## config.mk

```make
export PLATFORM = sky130hd
export DESIGN_NAME = cellnet_source
export DESIGN_NICKNAME = d
export VERILOG_FILES = /design/src/rtl/cellnet_source_pkg.sv /design/src/rtl/cellnet_ack_timer.sv /design/src/rtl/cellnet_source.sv
export SDC_FILE = /design/constraint.sdc
export NUM_CORES = 1
export LEC_CHECK = 0
export BUFFER_PORTS_ARGS = -buffer_cell sky130_fd_sc_hd__buf_4
export CAP_MARGIN = 20
export CORE_AREA = 3 3 80 82
export DETAILED_ROUTE_END_ITERATION = 8
export DIE_AREA = 0 0 83 85
export PLACE_DENSITY = 0.71
export SLEW_MARGIN = 20
export SYNTH_ARGS = -nofsm -noshare
export SYNTH_HDL_FRONTEND = slang
export SYNTH_HIERARCHICAL = 1
export SYNTH_SLANG_ARGS = --single-unit
export TNS_END_PERCENT = 100
```

## constraint.sdc

```tcl
create_clock -name i_clk -period 2.6 [get_ports i_clk]
set_input_delay 0.26 -clock i_clk [delete_from_list [all_inputs] [get_ports i_clk]]
set_output_delay 0.26 -clock i_clk [all_outputs]
set_load 0.02 [all_outputs]
```

## src/rtl/cellnet_source_pkg.sv

```systemverilog
// Shared definitions for the cellnet source: link widths and source FSM encodings.
package cellnet_source_pkg;

   localparam int unsigned ADDRESS_SIZE = 8;
   localparam int unsigned DATA_SIZE    = 8;

   typedef enum logic [2:0] {
      SRC_IDLE = 3'd0,
      SRC_REQ  = 3'd1,
      SRC_REL  = 3'd2,
      SRC_GAP  = 3'd3,
      SRC_DONE = 3'd4,
      SRC_ERR  = 3'd5
   } src_state_t;

endpackage

```

## src/rtl/cellnet_ack_timer.sv

```systemverilog
// Ack watchdog for cellnet link masters: down-counter reloaded on clear,
// expired asserts on the TIMEOUT-th consecutive run cycle. TIMEOUT=0 disables it.
module cellnet_ack_timer #(
   parameter int unsigned TIMEOUT = 255
) (
   input  logic i_clk,
   input  logic i_rst,
   input  logic i_clear,
   input  logic i_run,
   output logic o_expired
);

   localparam int unsigned TW = (TIMEOUT > 1) ? $clog2(TIMEOUT) : 1;
   localparam logic [TW-1:0] LOAD = (TIMEOUT > 1) ? TW'(TIMEOUT - 1) : '0;

   logic [TW-1:0] cnt;

   always_ff @(posedge i_clk) begin
      if (i_rst)
         cnt <= '0;
      else if (i_clear)
         cnt <= LOAD;
      else if (i_run && cnt != '0)
         cnt <= cnt - 1'b1;
   end

   assign o_expired = (TIMEOUT != 0) && i_run && (cnt == '0);

endmodule

```

## src/rtl/cellnet_source.sv

```systemverilog
// Incrementing-data source for the cellnet 4-phase req/ack link, with transfer
// count, inter-transfer gap and ack watchdog.
//
// state    | meaning
// SRC_IDLE | waiting for i_en
// SRC_REQ  | o_req high, waiting for ack rise
// SRC_REL  | o_req low, waiting for ack fall
// SRC_GAP  | idle gap between transfers
// SRC_DONE | COUNT transfers done, sticky until reset
// SRC_ERR  | ack watchdog expired, sticky until reset
module cellnet_source
   import cellnet_source_pkg::*;
#(
   parameter int unsigned DST_ADDR = 1,
   parameter int unsigned ASZ      = ADDRESS_SIZE,
   parameter int unsigned DSZ      = DATA_SIZE,
   parameter int unsigned COUNT    = 0,
   parameter int unsigned GAP      = 0,
   parameter int unsigned TIMEOUT  = 255
) (
   input  logic           i_clk,
   input  logic           i_rst,
   input  logic           i_en,
   input  logic           i_ack,
   output logic [ASZ-1:0] o_addr,
   output logic [DSZ-1:0] o_dat,
   output logic           o_req,
   output logic           o_busy,
   output logic           o_done,
   output logic           o_err,
   output logic [31:0]    o_cnt
);

   localparam int unsigned GW = (GAP > 1) ? $clog2(GAP) : 1;
   localparam logic [GW-1:0] GLOAD = (GAP > 1) ? GW'(GAP - 1) : '0;

   src_state_t     state_q, state_d;
   logic [DSZ-1:0] dat_q;
   logic [31:0]    cnt_q;
   logic [GW-1:0]  gap_q;
   logic           dat_inc, cnt_inc, gap_load;
   logic           wd_clear, wd_run, wd_expired;

   always_comb begin
      state_d  = state_q;
      dat_inc  = 1'b0;
      cnt_inc  = 1'b0;
      gap_load = 1'b0;
      case (state_q)
         SRC_IDLE: begin
            if (i_en) begin
               state_d = SRC_REQ;
               dat_inc = 1'b1;
            end
         end
         SRC_REQ: begin
            // ack is checked before the watchdog so a same-edge ack wins
            if (i_ack)
               state_d = SRC_REL;
            else if (wd_expired)
               state_d = SRC_ERR;
         end
         SRC_REL: begin
            if (!i_ack) begin
               cnt_inc = 1'b1;
               if (COUNT != 0 && (cnt_q + 32'd1) == COUNT)
                  state_d = SRC_DONE;
               else if (GAP != 0) begin
                  state_d  = SRC_GAP;
                  gap_load = 1'b1;
               end else if (i_en) begin
                  state_d = SRC_REQ;
                  dat_inc = 1'b1;
               end else
                  state_d = SRC_IDLE;
            end else if (wd_expired)
               state_d = SRC_ERR;
         end
         SRC_GAP: begin
            if (gap_q == '0) begin
               if (i_en) begin
                  state_d = SRC_REQ;
                  dat_inc = 1'b1;
               end else
                  state_d = SRC_IDLE;
            end
         end
         SRC_DONE: state_d = SRC_DONE;
         SRC_ERR:  state_d = SRC_ERR;
         default:  state_d = SRC_IDLE;
      endcase
   end

   always_ff @(posedge i_clk) begin
      if (i_rst) begin
         state_q <= SRC_IDLE;
         dat_q   <= '0;
         cnt_q   <= '0;
         gap_q   <= '0;
      end else begin
         state_q <= state_d;
         if (dat_inc)
            dat_q <= dat_q + 1'b1;
         if (cnt_inc)
            cnt_q <= cnt_q + 32'd1;
         if (gap_load)
            gap_q <= GLOAD;
         else if (state_q == SRC_GAP && gap_q != '0)
            gap_q <= gap_q - 1'b1;
      end
   end

   assign wd_run   = (state_q == SRC_REQ) || (state_q == SRC_REL);
   assign wd_clear = (state_d != state_q) && ((state_d == SRC_REQ) || (state_d == SRC_REL));

   cellnet_ack_timer #(
      .TIMEOUT (TIMEOUT)
   ) u_ack_timer (
      .i_clk     (i_clk),
      .i_rst     (i_rst),
      .i_clear   (wd_clear),
      .i_run     (wd_run),
      .o_expired (wd_expired)
   );

   assign o_addr = ASZ'(DST_ADDR);
   assign o_dat  = dat_q;
   assign o_cnt  = cnt_q;
   assign o_req  = (state_q == SRC_REQ);
   assign o_busy = (state_q == SRC_REQ) || (state_q == SRC_REL) || (state_q == SRC_GAP);
   assign o_done = (state_q == SRC_DONE);
   assign o_err  = (state_q == SRC_ERR);

endmodule

```

==> metrics.yaml, run 1 <==
first_global_vias: 2177
synth-compound-area-share_pct: 9.24
outcome: "complete, no violations"
boundaryPins: 56
rows: 28
die_h_um: 85
muxShareOfSynthArea_pct: 3.86
synth-edff-count: 0
core_area_mm2: 0.00582
critPathSlowestCell: "dfxtp_2"
area_delta_synth_final_pct: 19.6
wl_um: 5720
synth_area_leaders: "dfxtp_1, nor2_1, xnor2_1"
layout_setup_ws_ns: 0.0834
tightest_slew_ns: 0.589
start_util_pct: 48.5
cts_made_buffers: 5
p_sw_mw: 0.538
route.detailed.drc: 0
synth_common_cells: "dfxtp_1, nor2_1, xnor2_1"
fin_skew_ns: 0.00668
grt_max_degree: 62
synthXorXnorAreaFrac_pct: 8.39
antenna_found_initial: 0
gr-total-overflow: 0
synth_top_area_share_pct: 36.9
synthFlopType: "dfxtp_1"
drv_cap: 0
drv_slew: 0
pre_cts_ws_ns: -0.0260
h-tree-depth: 2
pwr-share-clk_pct: 29.5
cts_sinks: 52
synthAdderAreaFrac_pct: 1.78
postSynthAreaPerCell_um2: 8.56
vias: 2396
setup_viol: 0
peakVddDrop_v: 0.000265
tritoncts: "done"
relSlewSlack_pct: 60.7
max_stage_delay_ns: 0.35
combPwrFrac_pct: 22.4
fin_nets: 387
dr.pass1.iters: 4
endpoint_kind: "flip-flop"
die-width_um: 83
drtIter0Drc: 76
yosys_warnings: 6
postPlaceCellArea_mm2: 0.00320
yosys.area.top_type: "dfxtp_1"
worstPathArrival_ns: 2.74
wire_per_inst_um: 12.6
required_ns: 2.83
ys_ff_latch: 52
synth_top_family_by_area: "simple AND/OR/NAND/NOR gates"
hold_viol: 0
dieArea_mm2: 0.00706
fin_area_mm2: 0.00337
syn-cell-area_mm2: 0.00282
cp-start-kind: "flip-flop"
critPathMaxFanout: 7
diodes: 0
fmax_mhz: 397
cts.path.max_buffers: 2
ys_seq_area_share_pct: 36.9
critPathKind: "flip-flop to flip-flop"
clkSlewWorstSetupHoldPaths_ns: 0.09
vias_per_cell: 5.27
synth_most_common_cell: "dfxtp_1"
place_hpwl_um: 3910
hold_path.class: "input port to flip-flop"
powerDensity_mw_per_mm2: 547
async_flop_share_pct: 0
grt_use_total_pct: 15.8
leakagePower_nw: 1.32
clockRootBuffer: "clkbuf_8"
p_int_mw: 1.31
grt_pass1_wl_um: 9560
drive_gt1_share_pct: 24.7
netlist_instances: 329
worst_skew_pair.late_latency_ns: 0.30
portBuffers: 47
dpl.cell_count: 444
post-route-min-period_ns: 2.52
ant_nets: 0
swShare_pct: 29.2
gp_congestion: 0.816
final_cells: 455
p_seq_share_pct: 48.1
synthSimpleGateAreaFrac_pct: 31.7
min_period_over_period_pct: 96.8
crit_chain: "inv_2 > ha_1 > nor3b_1 > and3_4 > or2_2 > a311oi_2 > xor2_1 > nor2_2 > buf_6 > nor2_1 > a21o_2 > a211oi_1"
ys_types: 58
## worst paths after layout
kind         cells after the start                         endpoint                       startpoint  slack, ns
max                             12  u_ack_timer/cnt[7]$_SDFFE_PP0P_  u_ack_timer/cnt[0]$_SDFFE_PP0P_       0.08
min reg2reg                      2               gap_q$_SDFFE_PP0P_               gap_q$_SDFFE_PP0P_       0.45
min                              4            state_q[2]$_SDFF_PP0_                            i_ack       0.43
max reg2reg                     12  u_ack_timer/cnt[7]$_SDFFE_PP0P_  u_ack_timer/cnt[0]$_SDFFE_PP0P_       0.08
## power by group through the flow
| stage | Sequential, mW | Combinational [mW] | Clock [mW] |
|---|---|---|---|
| after global routing | 0.892 | 0.450 | 0.603 |
| after floorplan | 0.900 | 0.282 | 0 |
| after CTS | 0.882 | 0.369 | 0.567 |
| after global placement | 0.899 | 0.358 | 0 |
| final | 0.886 | 0.413 | 0.545 |
| after detailed placement | 0.900 | 0.366 | 0 |
## kinds of logic (layout without fill, tap and decap cells)
| family | count (synthesis) | count (layout) |
|---|---|---|
| adder cells (fa/ha/maj) | 4 | 4 |
| XOR/XNOR | 27 | 27 |
| AND/OR/NAND/NOR | 158 | 158 |
| AO/OA/AOI/OAI | 38 | 38 |
| flip-flops | 52 | 52 |
| other | 2 | 8 |
| buffers and inverters | 38 | 83 |
| multiplexers | 10 | 10 |
## placed cells by master, fill, tap and decap left out, drive strengths merged, types with 2 or more instances in the layout
cell type	count
clkbuf	6
and4	5
dfxtp	52
o21ai	7
a211oi	2
a21oi	14
a311oi	4
nor2	51
nor2b	10
nor3	15
conb	8
nor4b	2
nand3	12
nand2b	7
and3	5
nor4	7
or4	2
inv	14
ha	4
mux2i	3
nor3b	5
mux2	7
xor2	6
buf	61
nand4	5
nand2	19
xnor2	21
or3	6
## metrics by stage
| stage | utilization, % | setup TNS [ns] | hold WS (ns) | total power, mW |
|---|---|---|---|---|
| 6_report | 57.9 | 0 | 0.431 | 1.84 |
| 5_1_grt | 57.9 | -0.000389 | 0.456 | 1.94 |
| 4_1_cts | 57.0 | 0 | 0.419 | 1.82 |
| 3_5_place_dp | 55.1 | -0.0260 | 0.439 | 1.27 |
| 3_3_place_gp | 55.1 | 0 | 0.427 | 1.26 |
| 2_1_floorplan | - | 0 | 0.421 | 1.18 |
## final cells by class
type                    count  area (um2)
fillers                   526        2450
clock inverters             2        35.0
flip-flops and latches     52        1040
multi-input cells         245        1610
well taps                  75        93.8
repair buffers             61         462
inverters                  14        52.6
clock buffers               6        72.6
## state kept, by name, indices dropped and copies added (netlist names)
name and flops:
gap_q 1, o_dat 8, state_q 3, o_cnt 32, u_ack_timer/cnt 8
## worst max-delay path: cells and delay by family (launching register included)
family / cells / cell delay (ns)
AO/OA/AOI/OAI: 3 / 0.70
XOR/XNOR: 1 / 0.13
adder cells (fa/ha/maj): 1 / 0.20
buffers and inverters: 2 / 0.19
flip-flops: 1 / 0.35
AND/OR/NAND/NOR: 5 / 0.86
## repair_timing
action                                  in CTS  in global routing
pin swaps                                    0                  3
endpoints found under the setup margin       1                  6
hold buffers                                 0                  0
gates resized for setup                      2                 10
cloned                                       0                  1
buffers inserted                             0                  2
## routing by layer
layer / track usage, % / part of all wire (%) / up-vias
met5: 0 / 0 / -
met3: 2.91 / 3.8 / 5
met4: 6.24 / 1.1 / 0
met1: 20.5 / 47 / 1133
met2: 25.9 / 48 / 41
li1: - / - / 1217
Note: power is estimated with default switching activity, not from simulation.
==> inputs of run 2 (changes only) <==
CTS_BUF_LIST = sky130_fd_sc_hd__clkbuf_8   (was unset)
HOLD_SLACK_MARGIN = 0.05   (was unset)
SLEW_MARGIN = unset   (was 20)
==> metrics.yaml, run 2 (synthesis results as in run 1) <==
hold_path_startpoint: "i_ack"  # unchanged
wl_um: 5720  # about the same
cts.path.max_buffers: 2  # unchanged
fin_nets: 387  # unchanged
cp_num_buf_inv: 2  # unchanged
r2r_cells: 12  # unchanged
route.detailed.drc: 0  # unchanged
hold_viol: 0  # unchanged
dieArea_mm2: 0.00706  # unchanged
post-route-min-period_ns: 2.52  # about the same
drv_cap: 0  # unchanged
powerDensity_mw_per_mm2: 546  # was 547 mW/mm2
cts_made_buffers: 5  # unchanged
h-tree-depth: 2  # unchanged
dr.pass1.iters: 4  # unchanged
portBuffers: 47  # unchanged
worst_skew_pair.late_latency_ns: 0.30  # about the same
reg2reg_from: "u_ack_timer/cnt[0]$_SDFFE_PP0P_"  # unchanged
required_ns: 2.83  # about the same
wire_per_inst_um: 12.6  # about the same
drtIter0Drc: 76  # unchanged
grt_use_total_pct: 15.8  # unchanged
largest_reg_flops: 32  # unchanged
cp-start-kind: "flip-flop"  # unchanged
mostFrequentLayoutCell: "buf_4"  # unchanged
vias_per_cell: 5.27  # about the same
cts_sinks: 52  # unchanged
ant_nets: 0  # unchanged
outcome: "complete, no violations"  # unchanged
drv_slew: 0  # unchanged
grt_max_degree: 62  # unchanged
crit_chain: "inv_2 > ha_1 > nor3b_1 > and3_4 > or2_2 > a311oi_2 > xor2_1 > nor2_2 > buf_6 > nor2_1 > a21o_2 > a211oi_1"  # unchanged
final_cell_mix: "buf_4, dfxtp_1, nor2_1, xnor2_1, nand2_1"  # unchanged
tightest_slew_ns: 0.588  # was 0.589 ns
relSlewSlack_pct: 60.8  # was 60.7%
boundaryPins: 56  # unchanged
fin_area_mm2: 0.00337  # unchanged
place_hpwl_um: 3910  # unchanged
grt_pass1_wl_um: 9560  # unchanged
clockRootBuffer: "clkbuf_8"  # unchanged
fmax_mhz: 397  # about the same
critPathSlowestCell: "dfxtp_2"  # unchanged
hold_path.class: "input port to flip-flop"  # unchanged
hold_end: "state_q[2]$_SDFF_PP0_"  # unchanged
p_total_mw: 1.84  # about the same
critPathKind: "flip-flop to flip-flop"  # unchanged
rows: 28  # unchanged
regToRegSetupSlack_ns: 0.08  # about the same
max_stage_delay_ns: 0.35  # about the same
min_period_over_period_pct: 96.8  # about the same
tritoncts: "done"  # unchanged
setup_viol: 0  # unchanged
worstPathArrival_ns: 2.74  # about the same
start_util_pct: 48.5  # unchanged
peakVddDrop_v: 0.000265  # about the same
critPathTopFamily: "simple AND/OR/NAND/NOR gates"  # unchanged
critPathLaunch: "u_ack_timer/cnt[0]$_SDFFE_PP0P_"  # unchanged
leakagePower_nw: 1.32  # about the same
die-width_um: 83  # unchanged
antenna_found_initial: 0  # unchanged
postLayoutCoreUtil_pct: 57.9  # unchanged
clkSlewWorstSetupHoldPaths_ns: 0.09  # about the same
critPathMaxFanout: 7  # unchanged
first_global_vias: 2177  # unchanged
gr-total-overflow: 0  # unchanged
holdPathStages: 4  # unchanged
postPlaceCellArea_mm2: 0.00320  # unchanged
vias: 2398  # was 2396
area_delta_synth_final_pct: 19.6  # unchanged
regToRegEndpoint: "u_ack_timer/cnt[7]$_SDFFE_PP0P_"  # unchanged
core_area_mm2: 0.00582  # unchanged
n_fill_cell: 526  # unchanged
fin_skew_ns: 0.00696  # was 0.00668 ns
gp_congestion: 0.816  # unchanged
die_h_um: 85  # unchanged
diodes: 0  # unchanged
endpoint_kind: "flip-flop"  # unchanged
drive_gt1_share_pct: 24.7  # unchanged
[run 2: worst max path at each step]
| stage | to | cells after the start |
|---|---|---|
| after floorplan | u_ack_timer/cnt[6]$_SDFFE_PP0P_ | 11 |
| after global placement | u_ack_timer/cnt[6]$_SDFFE_PP0P_ | 11 |
| after detailed placement | u_ack_timer/cnt[6]$_SDFFE_PP0P_ | 11 |
| after CTS | u_ack_timer/cnt[6]$_SDFFE_PP0P_ | 11 |
| after global routing | u_ack_timer/cnt[6]$_SDFFE_PP0P_ | 11 |
| final | u_ack_timer/cnt[7]$_SDFFE_PP0P_ | 12 |
[run 2: metal layers]
metal,routed length [um],vias up,track usage [%]
met5,0,-,0
met4,61,0,6.24
met3,216,5,2.91
met2,2740,41,25.9
met1,2700,1135,20.5
li1,-,1217,-
[run 2: cell type report]
type                            count  area (um2)  share of cell area [%]
Clock buffer                        5        68.8                    2.04
Clock inverter                      3        38.8                    1.15
Inverter                           14        52.6                    1.56
Multi-Input combinational cell    245        1610                    47.8
Sequential cell                    52        1040                    31.0
Tap cell                           75        93.8                    2.78
Timing Repair Buffer               61         462                    13.7
[run 2: through the flow]
stage	setup TNS [ns]	setup slack (ns)	hold slack [ns]	std cells
final	0	0.0834	0.432	455
after detailed placement	-0.0260	-0.0260	0.439	444
after floorplan	0	0.0446	0.421	335
after global routing	-0.000409	-0.000409	0.456	455
after global placement	0	0.0704	0.427	444
after CTS	0	0.0319	0.419	452
[run 2: timing repair]
action | in CTS | in global routing
buffers inserted | 0 | 2
hold buffers | 0 | 0
cloned | 0 | 1
resized for setup | 2 | 10
pin swaps | 0 | 3
endpoints found under the setup margin | 1 | 6
[run 2: tightest hold or removal path, cell delays in order]
cell and delay [ns]:
buf_4 0.15, nand4_1 0.11, o21a_1 0.14, nor2_1 0.04
[run 2: power by group]
part	total [mW]	leakage (nW)	internal (mW)	switching (mW)
clock	0.541	0.0593	0.282	0.259
sequential	0.886	0.422	0.838	0.0478
combinational	0.413	0.840	0.181	0.231
